--- config.mk ---
export PLATFORM = sky130hd
export DESIGN_NAME = prog_sequencer
export DESIGN_NICKNAME = d
export VERILOG_FILES = /design/src/rtl/prog_sequencer.sv
export SDC_FILE = /design/constraint.sdc
export NUM_CORES = 1
export LEC_CHECK = 0
export ABC_AREA = 1
export CAP_MARGIN = 10
export CELL_PAD_IN_SITES_DETAIL_PLACEMENT = 1
export CELL_PAD_IN_SITES_GLOBAL_PLACEMENT = 1
export CORE_MARGIN = 4
export CORE_UTILIZATION = 53
export DETAILED_ROUTE_END_ITERATION = 16
export PLACE_DENSITY_LB_ADDON = 0.1
export SETUP_SLACK_MARGIN = 0.05
export SLEW_MARGIN = 10
export SYNTH_ARGS = -nofsm -noshare
export SYNTH_HDL_FRONTEND = slang
export SYNTH_SLANG_ARGS = --single-unit
export TNS_END_PERCENT = 10
--- constraint.sdc ---
create_clock -name clk -period 7 [get_ports clk]
set_input_delay 0.7 -clock clk [delete_from_list [all_inputs] [get_ports clk]]
set_output_delay 0.7 -clock clk [all_outputs]
set_load 0.01 [all_outputs]
--- src/rtl/prog_sequencer.sv ---
// Program sequencer: replays a loadable instruction buffer onto the CPU din bus
// using the control unit's run/done handshake, with a per-instruction timeout.
module prog_sequencer #(
    parameter int DEPTH   = 16,
    parameter int ADDR_W  = 4,
    parameter int TIMEOUT = 8
) (
    input  logic              clk,
    input  logic              resetn,
    input  logic              load_en,
    input  logic [ADDR_W-1:0] load_addr,
    input  logic [15:0]       load_data,
    input  logic              start,
    input  logic [ADDR_W:0]   prog_len,
    input  logic              done,
    output logic              run,
    output logic [15:0]       din,
    output logic              busy,
    output logic              finished,
    output logic [ADDR_W-1:0] pc,
    output logic              err
);

    localparam int CNT_W = $clog2(TIMEOUT + 1);
    localparam logic [ADDR_W:0] DEPTH_LEN = (ADDR_W + 1)'(DEPTH);
    localparam logic [CNT_W-1:0] TIMEOUT_CNT = CNT_W'(TIMEOUT);

    typedef enum logic [2:0] {IDLE, ISSUE, IMM, WAIT, FINISH} state_t;

    state_t            state;
    state_t            state_next;
    logic [15:0]       mem [DEPTH];
    logic [ADDR_W:0]   len;
    logic [ADDR_W:0]   len_clamp;
    logic [ADDR_W:0]   pc_plus1;
    logic [CNT_W-1:0]  cnt;
    logic [CNT_W-1:0]  cnt_inc;
    logic              last;
    logic              is_mvi;
    logic              expire;
    logic              accept;
    logic              pc_adv;
    logic              err_set;

    assign len_clamp = (prog_len > DEPTH_LEN) ? DEPTH_LEN : prog_len;
    assign pc_plus1  = {1'b0, pc} + 1'b1;
    assign last      = (pc_plus1 >= len);
    // din holds buf[pc] during ISSUE, so the opcode can be decoded from it directly
    assign is_mvi    = (din[8:6] == 3'b001);
    assign cnt_inc   = cnt + 1'b1;
    assign expire    = (cnt_inc == TIMEOUT_CNT);

    assign run      = (state == ISSUE) || (state == IMM) || (state == WAIT);
    assign busy     = (state != IDLE);
    assign finished = (state == FINISH);

    always_ff @(posedge clk) begin
        if (load_en && !busy)
            mem[load_addr] <= load_data;
    end

    always_comb begin
        state_next = state;
        accept     = 1'b0;
        pc_adv     = 1'b0;
        err_set    = 1'b0;
        case (state)
            IDLE: begin
                if (start) begin
                    accept     = 1'b1;
                    state_next = (prog_len == '0) ? FINISH : ISSUE;
                end
            end
            ISSUE: begin
                if (is_mvi) begin
                    if (last) begin
                        err_set    = 1'b1;
                        state_next = IDLE;
                    end else begin
                        pc_adv     = 1'b1;
                        state_next = IMM;
                    end
                end else begin
                    state_next = WAIT;
                end
            end
            IMM, WAIT: begin
                // done takes priority over a timeout expiring in the same cycle
                if (done) begin
                    if (last) begin
                        state_next = FINISH;
                    end else begin
                        pc_adv     = 1'b1;
                        state_next = ISSUE;
                    end
                end else if (expire) begin
                    err_set    = 1'b1;
                    state_next = IDLE;
                end
            end
            FINISH:  state_next = IDLE;
            default: state_next = IDLE;
        endcase
    end

    always_ff @(posedge clk or negedge resetn) begin
        if (!resetn) begin
            state <= IDLE;
            pc    <= '0;
            din   <= '0;
            err   <= 1'b0;
            len   <= '0;
            cnt   <= '0;
        end else begin
            state <= state_next;
            if (accept) begin
                err <= 1'b0;
                pc  <= '0;
                len <= len_clamp;
                din <= mem[0];
            end else if (err_set) begin
                err <= 1'b1;
            end
            if (pc_adv) begin
                pc  <= pc_plus1[ADDR_W-1:0];
                din <= mem[pc_plus1[ADDR_W-1:0]];
            end
            // cycles elapsed since the current instruction was issued
            if (state_next == ISSUE)
                cnt <= '0;
            else if (run)
                cnt <= cnt_inc;
        end
    end

endmodule

== Word level (Yosys, flattened, before mapping) ==
Memories as Yosys holds them, arrays and structs flattened.
Cells that the tools add are included.
Widths: inputs -> output; s select.
Word-level totals
  memories kept: 1
  word-level logic and storage cells: 59
  bits in registers: 33
  RAM bits: 256
Memories
  mem: words 16, bits a word 16, rd ports 2, clocked after memory_dff 0, wr ports 1, line 32  | logic [15:0] mem [DEPTH];
Cells by class
  $add $sub $neg: 2
  reductions and logical operators: 11
  magnitude comparators: 2
  multiplexer cells: 30
  equal/unequal tests: 7
Operator list (count)
  $mux 16: 2
  $mux 3: 6
  $mux 4: 4
  $mux 1: 13
  $eq 3x1->1 const B: 3
  $pmux 3 s3: 1
  $eq 3x2->1 const B: 2
  $reduce_bool 2->1: 3
  $add 4x1->5 const B: 1
  $ge 5x5->1: 1
  $gt 5x5->1 const B: 1
  $logic_not 5->1: 1
  $mux 5: 1
  $add 4x1->4 const B: 1
  $eq 4x4->1 const B: 1
  $pmux 1 s2: 2
  $eq 3x3->1 const B: 1
  $logic_not 3->1: 1
  $reduce_bool 3->1: 1
  $logic_or 1x1->1: 2
  $mux 2: 1
  $reduce_or 2->1: 1
  $logic_and 1x1->1: 1
  $logic_not 1->1: 1

== Depth between registers and ports, before layout ==
  depth in word-level cells: 7
  depth in mapped cells: 17

== Worst setup path after synthesis ==
Ideal clock, no wire load.
  path kind: reg-to-reg
  start point: register pc[0]
  end point: register din[14]
  data required time: 6883 ps
  period minus slack after synthesis: 2677 ps
  cell stages (with the launch flop): 18
  arrival: 2560 ps
  slack: 4323 ps
  cell sequence: dfrtp_1 -> buf_4 -> nand3_2 -> xor2_2 -> inv_2 -> buf_2 -> ha_1 -> nand2_1 -> inv_1 -> nand2_1 -> nand3_1 -> nor2_2 -> inv_2 -> buf_6 -> nand3_1 -> nand2_1 -> inv_1 -> nand2_1
On the way
  cells in the longest elaborated chain, start to end: 6
Ends and longest elaborated chain
  start, declared: line 20  | output logic [ADDR_W-1:0] pc,
  start signal, assigned: line 125  | pc <= pc_plus1[ADDR_W-1:0];
  $add 4x1->5 *: line 46  | assign pc_plus1 = {1'b0, pc} + 1'b1;
  $ge 5x5->1: line 47  | assign last = (pc_plus1 >= len);
  $mux 1: line 76, 90
  $mux 1, on equally long branches: line 89, 75
  $pmux 1 s2: line 67  | case (state)
  $mux 16 / $reduce_bool 2->1 (equally long branches)
  end signal, assigned: line 120  | din <= mem[0];
  end signal, assigned: line 126  | din <= mem[pc_plus1[ADDR_W-1:0]];
  end, declared: line 17  | output logic [15:0] din,
Every way passes the cells marked *; elsewhere a longest branch is shown, timed or not.
A chain may end at the register's enable or synchronous reset.

== Worst setup path in the final report ==
  start point: register pc[0]
  end point: register din[11]
The elaborated chain is that of the path after synthesis.

==> run_results.csv <==
group,metric,value,unit
run_status,status,"completed",
worst_setup_path,crit_buf_inv,3,
sta,worstMarginPinSlew,1110,ps
global_routing,grtUsageTotal,26.3,%
clocking,cts_buffers,30,
worst_setup_path,critical_path_peak_fanout,42,
power_and_ir_drop,swShare,38.2,%
final_layout,num-nets-final,1124,
die,core,0.0220,sq mm
die,rows,54,
sta,finalSetupViolations,0,
final_layout,syn_to_final_growth,15.1,%
drt,top_layer,"met4",
drt,vias_per_cell,5.86,
sta,maxSlewHeadroom,25.9,%
global_routing,grt_pass1_vias,8787,
job,cap_violations,0,
placed_design,dpl_worst_slack,2470,ps
worst_setup_path,slowest_stage,"xor2_2",
sta,rsz0062_at_grt,"false",
synth,ys_seq_area_share,71.3,%
clocking,cts_resized,0,
global_routing,grt_max_degree,93,
worst_setup_path,critPathTopFamily,"simple AND/OR/NAND/NOR gates",
power_and_ir_drop,vdd_drop_max,0.281,mV
power_and_ir_drop,p_per_area,431,mW/mm^2
die,die_w,158,microns
clocking,cts-hold-fix-buffers,0,
clocking,numClockSinks,289,
sta,report.final.slew_viol_count,0,
drt,detail-route-antenna-nets,0,
final_layout,final_cells,1391,
worst_setup_path,arrival,4940,ps
final_layout,final_cell_area,0.0137,sq mm
drt,num_vias,8153,
power_and_ir_drop,p_sw,2.27,mW
clocking,post_cts_buffers,0,
die,die_area,0.0250,sq mm
sta,worst_slack,2490,ps
clocking,clock_tree.buffer_depth,3,
drt,met1_length,14000,microns
die,start_util,54.2,%
power_and_ir_drop,intPower,3.66,mW
worst_setup_path,cp-end-kind,"flip-flop",
clocking,cts_root_buf,"clkbuf_16",
sta,period_needed,4510,ps
placed_design,numPortBuffers,53,
worst_setup_path,cp_common_cell,"nand2_1",
worst_setup_path,cp-start-kind,"flip-flop",
sta,min_period_over_period,64.5,%
placed_design,gp_congestion,0.778,
placed_design,dpl-instance-area,0.0128,sq mm
placed_design,dp_hpwl,19800,microns
power_and_ir_drop,p_leak,4.95,nW
die,fp.dieH,158,microns
sta,max_freq,222,MHz
synth,post_synth_inst_count,1035,
synth,syn_area,0.0119,sq mm
worst_hold_path,min_path_type,"reg2reg",
final_layout,drive_gt1_share,6.84,%
clocking,cts_tree,"yes",
global_routing,grt_pass1_wl,50000,microns
synth,yosysWarnings,0,
power_and_ir_drop,p_seq_share,35.7,%
clocking,clk_pin_slew_worst_paths,60,ps
drt,wl_met3,1520,microns
final_layout,num_antenna_cells,0,
worst_setup_path,worstPathRequired,7430,ps
synth,yosysUniqueCellTypes,27,
power_and_ir_drop,power.share.combinational,37.3,%
sta,hold_viol,0,
drt,drc,0,
synth,synth.avg_cell_area,11.5,sq um
synth,ys_ff_latch,289,
clocking,cts_max_level,1,
power_and_ir_drop,p_clk_share,27.0,%
placed_design,dp.cells,1335,
drt,wl,32300,microns
sta,skew,11.0,ps
drt,drt_iter0_markers,753,
drt,wire_per_inst,23.2,microns
drt,wl_met2,16100,microns
synth,synthesis.nets,1072,
global_routing,overflow,0,
global_routing,antenna_found_initial,0,
die,top_level_ports,54,
worst_setup_path,crit_type,"reg2reg",
drt,firstDrtPassIters,5,
worst_setup_path,slowest_delay,880,ps
clocking,clk_latency,550,ps
worst_setup_path,path_cells,"nand3_2 > xor2_2 > inv_2 > ha_1 > nand2_1 > nor2_1 > nand2_1 > nand3_1 > nor2_2 > inv_2 > nand3_1 > nand2_1 > inv_1 > nand2_1",
sta,fin_tns_setup,0,ps
## worst paths after layout
check | from | end | slack [ps] | cells after the start
setup / recovery | pc[0]$_DFFE_PN0P_ | din[11]$_DFFE_PN0P_ | 2490 | 14
hold / removal | err$_DFFE_PN0P_ | err$_DFFE_PN0P_ | 510 | 2
setup reg to reg | pc[0]$_DFFE_PN0P_ | din[11]$_DFFE_PN0P_ | 2490 | 14
hold reg to reg | err$_DFFE_PN0P_ | err$_DFFE_PN0P_ | 510 | 2
max in group asynchronous | resetn | pc[0]$_DFFE_PN0P_ | 6070 | 2
min in group asynchronous | resetn | din[14]$_DFFE_PN0P_ | 570 | 2
## synth_stat cells
cell type	instances	share of area [%]
inv_2	5	0.16
inv_1	49	1.5
a21oi_1	6	0.25
dfrtp_1	33	6.9
nand4_1	1	0.052
buf_6	2	0.19
o221ai_1	1	0.073
nor2_1	230	7.2
o22ai_1	3	0.16
a22oi_1	1	0.063
ha_1	7	0.73
a21boi_0	1	0.063
buf_2	17	0.71
xor2_2	2	0.27
buf_4	2	0.13
clkinv_1	1	0.031
clkbuf_1	28	0.88
nand3_2	1	0.084
buf_1	7	0.22
nor3_1	1	0.042
o21ai_0	135	5.7
xor2_1	2	0.15
edfxtp_1	256	64
nor2_2	1	0.052
nand2_1	115	3.6
nand3_1	80	3.4
o211ai_1	48	3.0
## worst min-delay path: cells and delay by family, from the launching register on
| family | cells | cell delay [ps] |
|---|---|---|
| simple gates | 1 | 60 |
| flops | 1 | 340 |
| compound gates | 1 | 60 |
## power by group through the flow
stage	combinational, mW	sequential (mW)	clock (mW)
finish	2.21	2.12	1.60
global route	2.50	2.13	1.70
CTS	2.23	2.12	1.62
detailed placement	2.19	2.15	0
global placement	2.07	2.15	0
floorplan	1.49	2.11	0
## routing by layer
layer / GRT usage, % / vias to the layer above
met5: 0 / -
met4: 6.82 / 0
met3: 3.44 / 47
met2: 44.7 / 235
met1: 36.4 / 4137
li1: - / 3734
## placed cells by master (no fill, tap or decap), types with 2 or more instances in the layout
master,instances
nand2_1,115
xor2_1,2
clkinv_1,9
xor2_2,2
inv_2,4
o211ai_1,48
o22ai_1,3
dfrtp_1,32
bufinv_16,4
nor2_1,230
ha_1,6
clkbuf_1,6
clkinv_2,7
edfxtp_1,256
a21oi_1,6
o21ai_0,135
inv_1,49
buf_4,23
clkbuf_16,31
nand3_1,80
clkdlybuf4s50_1,53
## cell type report
cell class                 count  area, sq um
sequential                   289         8520
fill                        2225         8280
multi-input combinational    635         2980
clock buffer                  37          798
timing repair buffer          76          703
tap                          280          350
inverter                      55          208
clock inverter                19          189
## state kept, by name (all words and copies together), names as in the netlist
| signal | count |
|---|---|
| err | 1 |
| din | 16 |
| cnt | 4 |
| len | 5 |
| mem | 256 |
| state | 3 |
| pc | 4 |
## cells by family after synthesis
group | after synthesis | share of synthesized area [%]
buffers and inverters | 111 | 3.86
flip-flops | 289 | 71.3
AND/OR/NAND/NOR | 429 | 14.4
adder cells (fa/ha/maj) | 7 | 0.733
XOR/XNOR | 4 | 0.419
AO/OA/AOI/OAI | 195 | 9.28
## metrics by stage
stage               utilization, %  hold WS [ps]  power [mW]
floorplan                        -           404        3.60
global placement              57.9           484        4.21
detailed placement            57.9           490        4.34
CTS                           62.4           514        5.97
global route                  62.4           552        6.32
finish                        62.4           511        5.93
Power figures use the tool's default switching activity.
